**config.mk**
```make
export PLATFORM = sky130hd
export DESIGN_NAME = instr_fetch_decode_ctrl
export DESIGN_NICKNAME = d
export VERILOG_FILES = /design/src/rtl/instr_fetch_decode_ctrl.sv
export SDC_FILE = /design/constraint.sdc
export NUM_CORES = 1
export LEC_CHECK = 0
export BUFFER_PORTS_ARGS = -buffer_cell sky130_fd_sc_hd__buf_2
export CORE_ASPECT_RATIO = 1.4
export CORE_MARGIN = 3
export CORE_UTILIZATION = 30
export DETAILED_ROUTE_END_ITERATION = 12
export REMOVE_ABC_BUFFERS = 1
export SLEW_MARGIN = 0
export SYNTH_ARGS = -nofsm -noshare
export SYNTH_HDL_FRONTEND = slang
export SYNTH_SLANG_ARGS = --single-unit
```
**constraint.sdc**
```tcl
create_clock -name clk -period 2.7 [get_ports clk]
set_input_delay 0.27 -clock clk [delete_from_list [all_inputs] [get_ports clk]]
set_output_delay 0.27 -clock clk [all_outputs]
set_load 0.03 [all_outputs]
```
**src/rtl/instr_fetch_decode_ctrl.sv**
```systemverilog
// Fetch/decode controller for the R-type/OP-IMM datapath: FETCH, DECODE, EXECUTE, WRITEBACK, 4 cycles per legal instruction at zero wait.
// Backpressure: imem_req holds with a stable address until imem_ack. Each wait cycle adds one cycle. Illegal words take 2 cycles.
module instr_fetch_decode_ctrl #(
  parameter logic [63:0] RESET_PC = 64'h0
) (
  input  logic        clk,
  input  logic        rst_n,
  input  logic        start,
  output logic        imem_req,
  output logic [63:0] imem_addr,
  input  logic        imem_ack,
  input  logic [31:0] imem_rdata,
  output logic [5:0]  register_1,
  output logic [5:0]  register_2,
  output logic [5:0]  write_register,
  output logic [11:0] imm,
  output logic        ALUSrc,
  output logic [3:0]  ALU_CO,
  output logic        RegWrite,
  output logic        illegal,
  output logic        halted,
  output logic [31:0] retired
);

  typedef enum logic [2:0] {
    S_IDLE,
    S_FETCH,
    S_DECODE,
    S_EXECUTE,
    S_WRITEBACK,
    S_HALT
  } state_t;

  typedef struct packed {
    logic       legal;
    logic       ecall;
    logic       alusrc;
    logic [3:0] alu_co;
  } dec_t;

  localparam logic [6:0]  OPC_R   = 7'b0110011;
  localparam logic [6:0]  OPC_I   = 7'b0010011;
  localparam logic [31:0] ECALL_W = 32'h0000_0073;

  localparam logic [3:0] CO_AND  = 4'b0000;
  localparam logic [3:0] CO_OR   = 4'b0001;
  localparam logic [3:0] CO_ADD  = 4'b0010;
  localparam logic [3:0] CO_XOR  = 4'b0011;
  localparam logic [3:0] CO_SUB  = 4'b0110;
  localparam logic [3:0] CO_SLT  = 4'b0111;
  localparam logic [3:0] CO_SLL  = 4'b1000;
  localparam logic [3:0] CO_SRL  = 4'b1001;
  localparam logic [3:0] CO_SRA  = 4'b1010;
  localparam logic [3:0] CO_SLTU = 4'b1011;

  state_t      state;
  logic [63:0] pc;
  logic [31:0] ir;
  dec_t        dec;

  // funct3 -> ALU code for the non-alternate encodings shared by both formats
  function automatic logic [3:0] base_co(input logic [2:0] f3);
    case (f3)
      3'b000:  base_co = CO_ADD;
      3'b001:  base_co = CO_SLL;
      3'b010:  base_co = CO_SLT;
      3'b011:  base_co = CO_SLTU;
      3'b100:  base_co = CO_XOR;
      3'b101:  base_co = CO_SRL;
      3'b110:  base_co = CO_OR;
      default: base_co = CO_AND;
    endcase
  endfunction

  always_comb begin
    dec = '0;
    if (ir == ECALL_W) begin
      dec.ecall = 1'b1;
    end else if (ir[6:0] == OPC_R) begin
      dec.alusrc = 1'b0;
      if (ir[31:25] == 7'b0000000) begin
        dec.legal  = 1'b1;
        dec.alu_co = base_co(ir[14:12]);
      end else if (ir[31:25] == 7'b0100000 && ir[14:12] == 3'b000) begin
        dec.legal  = 1'b1;
        dec.alu_co = CO_SUB;
      end else if (ir[31:25] == 7'b0100000 && ir[14:12] == 3'b101) begin
        dec.legal  = 1'b1;
        dec.alu_co = CO_SRA;
      end
    end else if (ir[6:0] == OPC_I) begin
      dec.alusrc = 1'b1;
      case (ir[14:12])
        // RV64 shifts carry a 6-bit shamt, so only instr[31:26] is a qualifier
        3'b001: begin
          dec.legal  = (ir[31:26] == 6'b000000);
          dec.alu_co = CO_SLL;
        end
        3'b101: begin
          if (ir[31:26] == 6'b000000) begin
            dec.legal  = 1'b1;
            dec.alu_co = CO_SRL;
          end else if (ir[31:26] == 6'b010000) begin
            dec.legal  = 1'b1;
            dec.alu_co = CO_SRA;
          end
        end
        default: begin
          dec.legal  = 1'b1;
          dec.alu_co = base_co(ir[14:12]);
        end
      endcase
    end
  end

  always_ff @(posedge clk) begin
    if (!rst_n) begin
      state          <= S_IDLE;
      pc             <= RESET_PC;
      ir             <= '0;
      imem_req       <= 1'b0;
      register_1     <= '0;
      register_2     <= '0;
      write_register <= '0;
      imm            <= '0;
      ALUSrc         <= 1'b0;
      ALU_CO         <= '0;
      RegWrite       <= 1'b0;
      illegal        <= 1'b0;
      halted         <= 1'b0;
      retired        <= '0;
    end else begin
      RegWrite <= 1'b0;
      illegal  <= 1'b0;
      case (state)
        S_IDLE: begin
          if (start) begin
            imem_req <= 1'b1;
            state    <= S_FETCH;
          end
        end
        S_FETCH: begin
          if (imem_ack) begin
            ir       <= imem_rdata;
            imem_req <= 1'b0;
            state    <= S_DECODE;
          end
        end
        S_DECODE: begin
          if (dec.ecall) begin
            halted <= 1'b1;
            state  <= S_HALT;
          end else if (dec.legal) begin
            register_1     <= {1'b0, ir[19:15]};
            register_2     <= {1'b0, ir[24:20]};
            write_register <= {1'b0, ir[11:7]};
            imm            <= ir[31:20];
            ALUSrc         <= dec.alusrc;
            ALU_CO         <= dec.alu_co;
            state          <= S_EXECUTE;
          end else begin
            illegal  <= 1'b1;
            pc       <= pc + 64'd4;
            imem_req <= 1'b1;
            state    <= S_FETCH;
          end
        end
        S_EXECUTE: begin
          RegWrite <= (write_register[4:0] != 5'd0);
          state    <= S_WRITEBACK;
        end
        S_WRITEBACK: begin
          pc       <= pc + 64'd4;
          retired  <= retired + 32'd1;
          imem_req <= 1'b1;
          state    <= S_FETCH;
        end
        S_HALT: begin
          imem_req <= 1'b0;
          halted   <= 1'b1;
        end
        default: state <= S_IDLE;
      endcase
    end
  end

  assign imem_addr = pc;

endmodule

```
# Word level (Yosys, flattened, before mapping)
# Cells that the tools add are included.
classes:
  add_sub_neg: 2
  n_eq_ne: 21
  mux: 37
  bitwise_logic: 4
  n_reduce_logical: 18
ops:
  columns: ["operator", "n"]
  rows:
  - ["64-bit 2-to-1 mux", 2]
  - ["64-bit case mux with 2 select lines", 1]
  - ["64-bit by 3-bit adder with 64-bit output, second input constant", 1]
  - ["32-bit by 1-bit adder with 32-bit output, second input constant", 1]
  - ["32-bit by 7-bit equality test with 1-bit output, second input constant", 1]
  - ["4-bit case mux with 7 select lines", 1]
  - ["4-bit 2-to-1 mux", 5]
  - ["4-bit case mux with 5 select lines", 1]
  - ["3-bit case mux with 6 select lines", 1]
  - ["3-bit equality test, second input constant", 5]
  - ["1-bit 2-to-1 mux", 15]
  - ["5-bit 2-to-1 mux", 3]
  - ["7-bit by 6-bit equality test with 1-bit output, second input constant", 2]
  - ["3-bit by 2-bit equality test with 1-bit output, second input constant", 4]
  - ["2-bit inequality test, second input constant", 5]
  - ["5-bit nonzero test", 2]
  - ["3-bit 2-to-1 mux", 3]
  - ["3-bit AND reduction", 3]
  - ["4-bit case mux with 2 select lines", 1]
  - ["7-bit by 5-bit equality test with 1-bit output, second input constant", 1]
  - ["7-bit zero test", 1]
  - ["3-bit by 1-bit equality test with 1-bit output, second input constant", 2]
  - ["6-bit by 5-bit equality test with 1-bit output, second input constant", 1]
  - ["3-bit zero test", 2]
  - ["10 further kinds", 18]
totals:
  ff_bits: 167
  out_inout_bits: 135
  elab_cells: 96

# Depth between registers and ports, before layout
# Gate-level depths: netlist of run 1.
logic_depth:
  word_depth: 10
  ltp_mapped: 9
  mapped_depth_nobuf: 7

# Least setup slack after synthesis of run 1
# No wires, ideal clock.
synth_timing:
  kind: "register to register"
  startpoint: "register pc[6], in the netlist imem_addr[6]"
  endpoint: "register pc[63], in the netlist imem_addr[63]"
  arrival_time_ns: 2.326
  t_required_ns: 2.628
  path_slack_ns: 0.303
  path_stages_with_launch: 9
  n_path_buf: 2
  period_less_slack_ns: 2.397
  cell_sequence: "dfxtp_1 > nand4_2 > or2_1 > buf_6 > nor4_1 > or4b_1 > buf_2 > nor3_2 > mux2i_1"
synth_between:
  elab_chain_len: 4
synth_lines:
  columns: ["element", "line_no", "text"]
  rows:
  - ["start: declaration", "57", "logic [63:0] pc;"]
  - ["start signal: assignment", "163", "pc <= pc + 64'd4;"]
  - ["start signal: assignment", "173", "pc <= pc + 64'd4;"]
  - ["64-bit by 3-bit adder with 64-bit output (*)", "163, 173", null]
  - ["64-bit 2-to-1 mux", "153", "end else if (dec.legal) begin"]
  - ["64-bit 2-to-1 mux", "150", "if (dec.ecall) begin"]
  - ["64-bit case mux with 2 select lines (*)", "135", "case (state)"]
# Mark *: on every way between the ends. The rest lies on a longest branch, timed or not. The select of a mux whose other input is x is not followed.
# A chain may end at the register's enable or synchronous reset.

# Worst setup path after layout of run 1
layout_timing:
  startpoint: "register state[2]"
  endpoint: "register retired[19]"
layout_between:
  elab_chain_len: 1
layout_lines:
  columns: ["element", "line_no", "text"]
  rows:
  - ["start: declaration", "56", "state_t state;"]
  - ["start signal: assignment", "118", "state <= S_IDLE;"]
  - ["start signal: assignment", "139", "state <= S_FETCH;"]
  - ["start signal: assignment", "146", "state <= S_DECODE;"]
  - ["3-bit equality test", "135", null]
  - ["end signal: assignment", "174", "retired <= retired + 32'd1;"]
  - ["end: declaration", "22", "output logic [31:0] retired"]
# No other way between the ends.

==> impl_metrics.csv, run 1 <==
group,metric,value,unit
run_status,status,"completed",
die,die_w,141,um
pwr,cell_internal_pwr,4170,uW
pwr,max-vdd-ir-drop,408,uV
final_layout,stdcell_area,9440,um2
grt,groute.usage.overall,15.8,%
drt,detail_route.vias_per_cell,5.17,
drt,drc,0,
placed_design,finalWeightedCongestion,0.776,
synthesis,ys_flop_type,"dfxtp_1",
setup_path,timing.critical_path.from_type,"flop",
setup_path,crit_path_end,"retired[19]$_SDFFE_PN0P_",
drt,routed_wirelength,21900,um
grt,maximum_number_of_pins_on_one_net_before_global_route_repair,88,
setup_path,cp_startpoint,"state[2]$_SDFFE_PN0P_",
pwr,power_density,571,nW/um2
synthesis,async_reset_ff_share,0,%
synthesis,netlist-cell-type-count,62,
drt,detail_route.iter0.violations,364,
sta,final.min_clock_period,2.47,ns
pwr,power.share.combinational,4.5,%
grt,gr-total-overflow,0,
clock_network,clk_pin_slew_worst_paths,0.07,ns
setup_path,path_max_fanout,11,
setup_path,regToRegSetupSlack,0.23,ns
final_layout,finish.cell_count_without_fillers,1412,
placed_design,cell_count_post_placement,1379,
final_layout,num-nets-final,1123,
pwr,pwr-share-seq,44.7,%
die,start_util,30.7,%
setup_path,critPathRequiredTime,3.06,ns
synthesis,synth_cells,938,
synthesis,synth_sequential_area_ratio,42.1,%
pwr,report.power.total,5390,uW
final_layout,area_of_combinational_cells_with_multiple_inputs,4040,um2
setup_path,slowest_stage,"or3b_1",
drt,dr_total_vias,7305,
clock_network,clock_path_buffers,2,
clock_network,postCtsHoldBufs,0,
final_layout,antenna_cells_inserted,0,
die,placeableCoreArea,24800,um2
placed_design,place_area,8760,um2
sta,clock-skew-final,0.0129,ns
worst_hold_path,timing.hold.worst.class,"in -> reg",
die,floorplan.io_pins,171,
clock_network,htree_num_levels,4,
synthesis,syn_area,7620,um2
sta,grt_setup_unrepaired,"no",
die,dieArea,27400,um2
final_layout,mostFrequentLayoutCells,"buf_2 (165), nand2_1 (162), dfxtp_1 (160)",
drt,routedWlPerCell,15.5,um
sta,final_critical_path_setup_slack,0.234,ns
die,die_height,195,um
placed_design,pre_cts_slack,0.200,ns
sta,final_max_slew_viol_count,0,
final_layout,fillCellCount,2617,
setup_path,crit-reg2reg-capture,"retired[19]$_SDFFE_PN0P_",
setup_path,timing.rr.start,"state[2]$_SDFFE_PN0P_",
setup_path,cp.arrival,2.83,ns
clock_network,worstSkewPairLatency,0.43,ns
clock_network,cts.root.buffer_cell,"clkbuf_16",
pwr,clkPwrFrac,50.8,%
die,row_count,68,
worst_hold_path,worst_hold_path.num_cells,3,
setup_path,setup_cp_type,"reg -> reg",
pwr,p_leak,0.00365,uW
pwr,sw_pwr,1230,uW
synthesis,number_of_flops_mapped_to_enable_cells_by_yosys,0,
placed_design,numPortBuffers,165,
clock_network,tritoncts_clock_tree,"done",
final_layout,layout-area-overhead-vs-synth,24.0,%
setup_path,endpoint_kind,"flop",
clock_network,cts_buffers,17,
sta,worst_rel_slew_slack,51.4,%
grt,grt_pass1_vias,6895,
setup_path,timing.critical_path.cells,"or3b_1 > nor4_4 > or3b_1 > or3_1 > a21oi_1",
flow_run,timing.max_cap.violations,0,
grt,antenna_violations_before_repair,0,
placed_design,detailedPlacementHpwl,15200,um
final_layout,final_util,38.0,%
sta,timing.fmax,0.405,GHz
sta,report.final.setup_viol,0,
drt,dr.pass1.iters,4,
setup_path,worst_path_most_repeated_cell,"or3b_1",
sta,tightestPinTransition,0.720,ns
drt,final_antenna_net_count,0,
synthesis,yosys_warnings,0,
setup_path,cpPeakStageDelay,0.53,ns
clock_network,cts.sink_count,160,
sta,timing.final.crit_share,91.3,%
final_layout,most_frequent_standard_cell_in_the_layout_excluding_fill_and_tap_cells,"buf_2",
grt,grt_pass1_wl,35700,um
synthesis,synth.avg_cell_area,8.12,um2
sta,hold_violations,0,
synthesis,synth_seq_cells,160,
setup_path,r2r.worst_path.cells,5,
final_layout,layout-drive-gt1-share,22.7,%
pwr,switching_portion_of_total_power,22.8,%
final_layout,ff_latch_area,3200,um2
-- what timing repair did --
item | 4_1_cts | 5_1_grt
resized for setup | 0 | 1
buffers inserted | 0 | 2
setup endpoints to repair | 0 | 2
-- critical path, delay by kind of cell, from the launching register on --
family / cells / cell delay [ns]
flip-flops: 1 / 0.51
AND/OR/NAND/NOR: 4 / 1.75
AO/OA/AOI/OAI: 1 / 0.14
-- cell families (layout without fill, tap and decap cells) --
group,count (synthesis),in the layout,share of synthesized area (%)
mux,17,17,2.23
compound gates,199,199,15.5
simple gates,453,453,32.1
buf+inv,85,240,5.39
xor+xnor,21,21,2.41
other cells,1,5,0.0492
flops,160,160,42.1
fa+ha+maj,2,2,0.329
-- state kept, by name, summed over array words and instances, names as in the netlist --
name	cells
write_register	5
imem_req	1
imm	12
ir	32
ALU_CO	4
imem_addr	62
halted	1
illegal	1
state	3
register_1	5
ALUSrc	1
retired	32
RegWrite	1
-- per-stage QoR --
step / hold WS [ns] / setup TNS [ns]
2_1_floorplan: 0.388 / -54.23
3_3_place_gp: 0.439 / 0
3_5_place_dp: 0.444 / 0
4_1_cts: 0.0474 / 0
5_1_grt: 0.0587 / 0
6_report: 0.0751 / 0
-- cell usage after synthesis, types with 13 or more instances --
| cell type | number | area [um2] |
|---|---|---|
| nand3_1 | 37 | 185 |
| nand4_1 | 35 | 219 |
| clkbuf_1 | 41 | 154 |
| nor2_1 | 41 | 154 |
| buf_2 | 13 | 65.1 |
| a21oi_1 | 116 | 581 |
| or4_1 | 38 | 285 |
| o31ai_1 | 38 | 285 |
| mux2i_1 | 17 | 170 |
| buf_4 | 16 | 120 |
| and3_1 | 18 | 113 |
| nand2_1 | 162 | 608 |
| o21ai_0 | 22 | 110 |
| nand2b_1 | 24 | 150 |
| or3_1 | 17 | 106 |
| dfxtp_1 | 160 | 3200 |
-- power by group through the flow --
stage               Sequential, uW  Combinational, uW  Clock [uW]
finish                        2410                244        2740
global placement              2460                247           0
detailed placement            2470                249           0
CTS                           2410                249        2820
floorplan                     2460                134           0
global route                  2420                275        2910
-- routing by layer --
metal / GRT usage (%) / share of wire (%) / up-vias
li1: - / - / 3674
met5: 0 / 0 / -
met1: 19.2 / 43 / 3462
met4: 5.92 / 2.2 / 0
met2: 27.3 / 50 / 145
met3: 3.25 / 4.2 / 24
-- worst min path at each step --
stage	start	endpoint	slack, ns
floorplan	rst_n	ALU_CO[2]$_SDFFE_PN0P_	0.39
finish	imem_rdata[23]	ir[23]$_SDFFE_PN0P_	0.08
CTS	imem_rdata[23]	ir[23]$_SDFFE_PN0P_	0.05
global placement	ALU_CO[0]$_SDFFE_PN0P_	ALU_CO[0]$_SDFFE_PN0P_	0.44
detailed placement	ir[2]$_SDFFE_PN0P_	ir[2]$_SDFFE_PN0P_	0.44
global route	imem_rdata[3]	ir[3]$_SDFFE_PN0P_	0.06
-- layout make-up --
| type | count | share of cell area, % |
|---|---|---|
| Clock inverter | 11 | 2.13 |
| Multi-Input combinational cell | 697 | 42.8 |
| Clock buffer | 20 | 4.84 |
| Timing Repair Buffer | 196 | 11.6 |
| Inverter | 13 | 0.543 |
| Tap cell | 315 | 4.17 |
| Sequential cell | 160 | 33.9 |
Power figures use the tool's default switching activity.
==> run 2, diff against run 1 <==
--- a/config.mk
+++ b/config.mk
@@ -5,6 +5,7 @@
 export SDC_FILE = /design/constraint.sdc
 export NUM_CORES = 1
 export LEC_CHECK = 0
+export ABC_AREA = 1
 export BUFFER_PORTS_ARGS = -buffer_cell sky130_fd_sc_hd__buf_2
 export CORE_ASPECT_RATIO = 1.4
 export CORE_MARGIN = 3
==> run 2 against run 1 <==
Effect of this change:
- first-iteration DRC count rose by 39%
- die area grew 22%
- largest power group is now registers
- sequential cell count unchanged
- clock-buffer cell count down 1
- sequential share of layout area shrank 4.8 points
- worst hold slack got worse by 0.026 ns
- power is 2.6% lower
- final area grew 16%
- non-clock buffer count is 16 lower
- setup slack gained 0.23 ns
- register-to-register slack improved by 0.23 ns
==> impl_metrics.csv, run 2 <==
group,metric,value,unit
synthesis,number_of_flops_mapped_to_enable_cells_by_yosys,0,
clock_network,clk_pin_slew_worst_paths,0.07,ns
flow_run,timing.max_cap.violations,0,
grt,groute.usage.overall,18.4,%
sta,timing.fmax,0.448,GHz
pwr,clkPwrFrac,46.0,%
die,start_util,30.7,%
synthesis,synth_sequential_area_ratio,34.4,%
final_layout,fillCellCount,3280,
final_layout,num-nets-final,1578,
sta,report.final.setup_viol,0,
setup_path,worst_path_most_repeated_cell,"nand2_1",
clock_network,cts.repair_timing.setup_buffer_count,0,
setup_path,critPathRequiredTime,3.06,ns
synthesis,compound_gate_portion_of_the_synthesized_area,12.9,%
final_layout,ff_latch_area,3200,um2
setup_path,crit_family,"simple AND/OR/NAND/NOR gates",
worst_hold_path,timing.hold.worst.class,"in -> reg",
pwr,p_leak,0.00405,uW
placed_design,place_area,10400,um2
final_layout,final_util,36.2,%
sta,tightestPinTransition,0.847,ns
grt,gr-total-overflow,0,
final_layout,antenna_cells_inserted,0,
die,die_height,215,um
setup_path,slowest_stage,"buf_4",
final_layout,most_frequent_standard_cell_in_the_layout_excluding_fill_and_tap_cells,"nand2_1",
grt,maximum_number_of_pins_on_one_net_before_global_route_repair,50,
die,die_w,155,um
final_layout,mostFrequentLayoutCells,"nand2_1 (358), nor2_1 (233), buf_2 (165)",
pwr,switching_portion_of_total_power,27.1,%
synthesis,yosys_warnings,0,
final_layout,layout-area-overhead-vs-synth,17.8,%
placed_design,finalWeightedCongestion,0.933,
pwr,power.share.combinational,7.3,%
pwr,report.power.total,5260,uW
clock_network,post_cts.resized_instances,0,
sta,final_max_slew_viol_count,0,
clock_network,cts.root.buffer_cell,"clkbuf_16",
sta,timing.final.crit_share,82.7,%
run_status,status,"completed",
synthesis,synth.avg_cell_area,6.68,um2
synthesis,synth_largest_area_cell,"dfxtp_1",
clock_network,postCtsHoldBufs,0,
sta,hold_violations,0,
synthesis,synth_top_family_by_area,"simple AND/OR/NAND/NOR gates",
synthesis,synth_fa_ha_area_share,0.268,%
die,row_count,75,
grt,grt_pass1_wl,48900,um
grt,antenna_violations_before_repair,0,
final_layout,layout-drive-gt1-share,23.9,%
pwr,sw_pwr,1420,uW
pwr,max-vdd-ir-drop,343,uV
pwr,pwr-share-seq,46.7,%
clock_network,worstSkewPairLatency,0.44,ns
drt,dr_total_vias,9437,
setup_path,cp_num_buf_inv,2,
placed_design,detailedPlacementHpwl,23500,um
clock_network,htree_num_levels,4,
die,placeableCoreArea,30300,um2
drt,dr.pass1.iters,6,
die,floorplan.io_pins,171,
clock_network,cts.sink_count,160,
synthesis,synth_cells,1395,
setup_path,setup_cp_type,"reg -> reg",
pwr,cell_internal_pwr,3830,uW
pwr,power_density,479,nW/um2
setup_path,timing.critical_path.cells,"inv_2 > nand2_2 > nor2_4 > o21ai_2 > nand2_1 > nand2_1 > nand3_2 > nand2_4 > buf_4 > nand3_1 > a21oi_2",
sta,worst_rel_slew_slack,43.5,%
drt,detail_route.vias_per_cell,4.87,
final_layout,stdcell_area,11000,um2
synthesis,async_reset_ff_share,0,%
synthesis,netlist-cell-type-count,41,
setup_path,cp.arrival,2.59,ns
sta,clock-skew-final,0.0134,ns
drt,detail_route.iter0.violations,507,
sta,final.min_clock_period,2.23,ns
drt,routed_wirelength,31000,um
synthesis,synth_xor_area_share,4.79,%
placed_design,numPortBuffers,165,
synthesis,synth_commonest_cells,"nand2_1 (358), nor2_1 (233), dfxtp_1 (160), nand3_1 (99), inv_1 (86)",
clock_network,clock_path_buffers,2,
final_layout,largest_reg_flops,62,
synthesis,ys_flop_type,"dfxtp_1",
synthesis,synthMostInstantiatedCell,"nand2_1",
synthesis,synth_top_area_share,34.4,%
synthesis,post_synth_and_or_nand_nor_area_fraction,39.7,%
setup_path,path_max_fanout,43,
setup_path,cpPeakStageDelay,0.49,ns
drt,drc,0,
drt,routedWlPerCell,16.0,um
synthesis,yosys-top-cells-area,"dfxtp_1 (34%), nand2_1 (14%), nor2_1 (9.4%), a21oi_2 (5.6%), nand3_1 (5.3%)",
drt,final_antenna_net_count,0,
sta,grt_setup_unrepaired,"no",
synthesis,syn_area,9320,um2
setup_path,endpoint_kind,"flop",
clock_network,tritoncts_clock_tree,"done",
synthesis,synth_seq_cells,160,
final_layout,area_of_combinational_cells_with_multiple_inputs,5400,um2
grt,grt_pass1_vias,9139,
clock_network,cts_buffers,17,
die,dieArea,33200,um2
sta,finalSetupTns,0,ns
setup_path,timing.critical_path.from_type,"flop",
synthesis,synthMuxAreaShare,0,%
-- run 2: cell types whose count changed after synthesis, sizes merged, moves of 18 or more --
cell,previous run,this run
nand3,37,104
o21ai,23,65
and3,18,0
nand2b,24,0
inv,13,93
nor2,41,249
nand2,162,425
or4,38,0
o31ai,38,0
-- run 2: per-stage QoR --
stage	hold slack, ns	instances	worst slack (ns)
after global routing	0.0432	1938	0.275
after floorplan	0.368	1341	-0.297
after global placement	0.437	1906	0.522
final	0.0490	1938	0.467
after CTS	0.0293	1938	0.462
after detailed placement	0.439	1906	0.476
-- run 2: kinds of logic (layout without fill, tap and decap cells) --
kind of cell | Yosys count | in the layout
simple gates | 839 | 839
flops | 160 | 160
compound gates | 191 | 191
buf+inv | 151 | 305
other cells | 1 | 5
xor+xnor | 51 | 51
fa+ha+maj | 2 | 2
-- run 2: worst paths after layout --
path                                     end  slack [ns]                    from  cells after the start
setup reg to reg  imem_addr[30]$_SDFFE_PN0P_        0.47     ir[13]$_SDFFE_PN0P_                     11
hold reg to reg       ALU_CO[3]$_SDFFE_PN0P_        0.45  ALU_CO[3]$_SDFFE_PN0P_                      2
hold / removal            ir[2]$_SDFFE_PN0P_        0.05           imem_rdata[2]                      3
setup / recovery  imem_addr[30]$_SDFFE_PN0P_        0.47     ir[13]$_SDFFE_PN0P_                     11
-- run 2: power by group through the flow --
stage | clock network, uW | registers, uW | logic (uW)
after global placement | 0 | 2510 | 388
after CTS | 2490 | 2450 | 390
final | 2420 | 2450 | 386
after detailed placement | 0 | 2510 | 388
after floorplan | 0 | 2500 | 239
after global routing | 2570 | 2460 | 433
-- run 2: final cells by class --
cell class | instances | area share, %
flip-flops and latches | 160 | 29.2
well taps | 385 | 4.39
repair buffers | 180 | 8.89
inverters | 93 | 3.20
multi-input cells | 1088 | 49.1
clock buffers | 19 | 4.03
clock inverters | 13 | 1.17
-- run 2: worst register-to-register path: stages (launching register included) --
cell and delay (ns):
dfxtp_1 0.42, inv_2 0.08, nand2_2 0.09, nor2_4 0.05, o21ai_2 0.13, nand2_1 0.08
nand2_1 0.08, nand3_2 0.10, nand2_4 0.25, buf_4 0.49, nand3_1 0.20, a21oi_2 0.17
-- run 2: per-layer routing --
| metal | part of all wire [%] | GRT usage (%) | vias to the layer above | wire, um |
|---|---|---|---|---|
| met3 | 4.5 | 3.27 | 55 | 1400 |
| met5 | 0 | 0 | - | 0 |
| met1 | 40 | 20.9 | 4356 | 12400 |
| met2 | 52 | 33.4 | 249 | 16200 |
| met4 | 3.3 | 7.57 | 0 | 1030 |
| li1 | - | - | 4777 | - |
==> run 3, diff against run 2 <==
--- a/config.mk
+++ b/config.mk
@@ -5,7 +5,7 @@
 export SDC_FILE = /design/constraint.sdc
 export NUM_CORES = 1
 export LEC_CHECK = 0
-export ABC_AREA = 1
+export ABC_AREA = 0
 export BUFFER_PORTS_ARGS = -buffer_cell sky130_fd_sc_hd__buf_2
 export CORE_ASPECT_RATIO = 1.4
 export CORE_MARGIN = 3
==> constraint.sdc (replaced) <==
create_clock -name clk -period 2.1 [get_ports clk]
set_input_delay 0.21 -clock clk [delete_from_list [all_inputs] [get_ports clk]]
set_output_delay 0.21 -clock clk [all_outputs]
set_load 0.03 [all_outputs]
==> run 3 against run 2 <==
Effect of this change:
- the run now ends with setup timing left
- via count down 15%
- clock skew down 0.00079 ns
- clock-buffer cell count up 1
- first-iteration DRC count down 35%
- critical endpoint is now imem_addr[13]$_SDFFE_PN0P_
- critical path depth down 3
- maximum frequency up 1.5%
- register-to-register slack worse by 0.57 ns
- core utilization up 9.6 points
- final area up 3.6%
- critical path type unchanged
- power up 35%
==> impl_metrics.csv, run 3 (same netlist as run 1, synthesis figures left out) <==
group,metric,value,unit
pwr,report.power.total,7120,uW
final_layout,antenna_cells_inserted,0,
sta,grt_setup_unrepaired,"yes",
setup_path,timing.critical_path.from_type,"flop",
setup_path,slowest_stage,"or3_4",
sta,tightestPinTransition,0.702,ns
run_status,status,"finished with violations",
drt,final_antenna_net_count,0,
flow_run,timing.max_cap.violations,0,
clock_network,cts.sink_count,160,
clock_network,htree_num_levels,4,
grt,maximum_number_of_pins_on_one_net_before_global_route_repair,77,
sta,final.min_clock_period,2.20,ns
drt,dr.pass1.iters,5,
placed_design,finalWeightedCongestion,0.819,
sta,final_max_slew_viol_count,0,
die,start_util,30.7,%
drt,detail_route.iter0.violations,331,
clock_network,clk_pin_slew_worst_paths,0.07,ns
setup_path,cp.arrival,2.50,ns
final_layout,layout-area-overhead-vs-synth,49.4,%
drt,dr_total_vias,8040,
final_layout,mostFrequentLayoutCells,"buf_2 (165), nand2_1 (158), buf_4 (154)",
grt,grt_pass1_vias,7724,
setup_path,cp_num_buf_inv,2,
die,die_height,195,um
pwr,p_leak,0.00474,uW
clock_network,tritoncts_clock_tree,"done",
placed_design,detailedPlacementHpwl,16800,um
placed_design,pre_cts_slack,-0.290,ns
placed_design,numPortBuffers,165,
setup_path,crit_family,"simple AND/OR/NAND/NOR gates",
final_layout,largest_reg_flops,62,
sta,report.final.setup_viol,87,
die,placeableCoreArea,24800,um2
sta,hold_violations,0,
final_layout,fillCellCount,2466,
pwr,power_density,626,nW/um2
grt,grt_pass1_wl,39300,um
setup_path,setup_cp_type,"reg -> reg",
sta,final_critical_path_setup_slack,-0.0986,ns
die,row_count,68,
clock_network,cts.root.buffer_cell,"clkbuf_16",
sta,clock-skew-final,0.0126,ns
grt,antenna_violations_before_repair,0,
clock_network,clock_path_buffers,2,
drt,routedWlPerCell,15.8,um
sta,worst_rel_slew_slack,53.2,%
die,dieArea,27400,um2
setup_path,path_max_fanout,10,
setup_path,endpoint_kind,"flop",
grt,groute.usage.overall,17.5,%
worst_hold_path,timing.hold.worst.class,"in -> reg",
clock_network,worstSkewPairLatency,0.43,ns
setup_path,cpPeakStageDelay,0.44,ns
die,die_w,141,um
drt,detail_route.vias_per_cell,5.09,
setup_path,timing.critical_path.cells,"and4bb_4 > nand3b_4 > or3_4 > a31oi_4 > buf_8 > clkbuf_16 > or4_1 > a21oi_1",
pwr,max-vdd-ir-drop,559,uV
placed_design,place_area,9770,um2
grt,gr-total-overflow,0,
clock_network,cts_buffers,17,
drt,routed_wirelength,24900,um
final_layout,num-nets-final,1291,
sta,timing.final.crit_share,105,%
die,floorplan.io_pins,171,
drt,drc,0,
sta,timing.fmax,0.455,GHz
final_layout,stdcell_area,11400,um2
run_status,violations,"setup timing",
setup_path,critPathRequiredTime,2.40,ns
final_layout,layout-drive-gt1-share,37.3,%
final_layout,most_frequent_standard_cell_in_the_layout_excluding_fill_and_tap_cells,"buf_2",
==> run 3: path summary, 6_finish.rpt <==
| check | end | from | cells past startpoint | slack, ns |
|---|---|---|---|---|
| worst min register to register | imm[7]$_SDFFE_PN0P_ | imm[7]$_SDFFE_PN0P_ | 2 | 0.45 |
| worst min-delay path | ir[27]$_SDFFE_PN0P_ | imem_rdata[27] | 3 | 0.02 |
| worst max-delay path | imem_addr[13]$_SDFFE_PN0P_ | ir[2]$_SDFFE_PN0P_ | 8 | -0.1 |
| worst max register to register | imem_addr[13]$_SDFFE_PN0P_ | ir[2]$_SDFFE_PN0P_ | 8 | -0.1 |
==> run 3: power breakdown <==
part           total (uW)  leakage [uW]  switching (uW)  internal, uW
logic                 505       0.00313             271           233
clock network        3520      0.000311            1370          2150
registers            3090       0.00130            27.3          3060
total                7120       0.00474            1670          5450
==> run 3: through the flow <==
stage	cells	utilization [%]	TNS, ns	hold slack (ns)
finish	1581	45.8	-4.30	0.0224
detailed placement	1506	39.3	-11.70	0.446
global route	1581	45.8	-10.84	0.0233
CTS	1569	44.0	-1.68	0.000599
global placement	1506	39.3	-10.35	0.440
floorplan	870	-	-114.76	0.328
==> run 3: worst reg2reg max path, cell delays in order, from the launching register on <==
cell	delay [ns]
dfxtp_2	0.32
and4bb_4	0.39
nand3b_4	0.13
or3_4	0.44
a31oi_4	0.27
buf_8	0.19
clkbuf_16	0.17
or4_1	0.11
a21oi_1	0.06
==> run 3: what timing repair did <==
| item | in CTS | in global routing |
|---|---|---|
| buffers inserted | 11 | 8 |
| resized for setup | 54 | 64 |
| hold buffers | 18 | 0 |
| setup endpoints to repair | 88 | 100 |
| pin swaps | 18 | 22 |
| endpoints found under the hold margin | 18 | 0 |
| cloned | 3 | 6 |
==> run 3: layer usage <==
metal,track usage (%),vias up,share of wire [%]
met5,0,-,0
met1,20.0,3772,41
li1,-,4015,-
met3,3.45,42,4.3
met2,31.4,211,52
met4,7.07,0,2.6
==> run 3: layout make-up <==
cell class | instances | area [um2] | area share (%)
multi-input combinational | 697 | 4420 | 38.8
sequential | 160 | 3230 | 28.4
timing repair buffer | 364 | 2640 | 23.2
clock buffer | 20 | 447 | 3.93
tap | 315 | 394 | 3.46
clock inverter | 12 | 205 | 1.80
inverter | 13 | 51.3 | 0.451
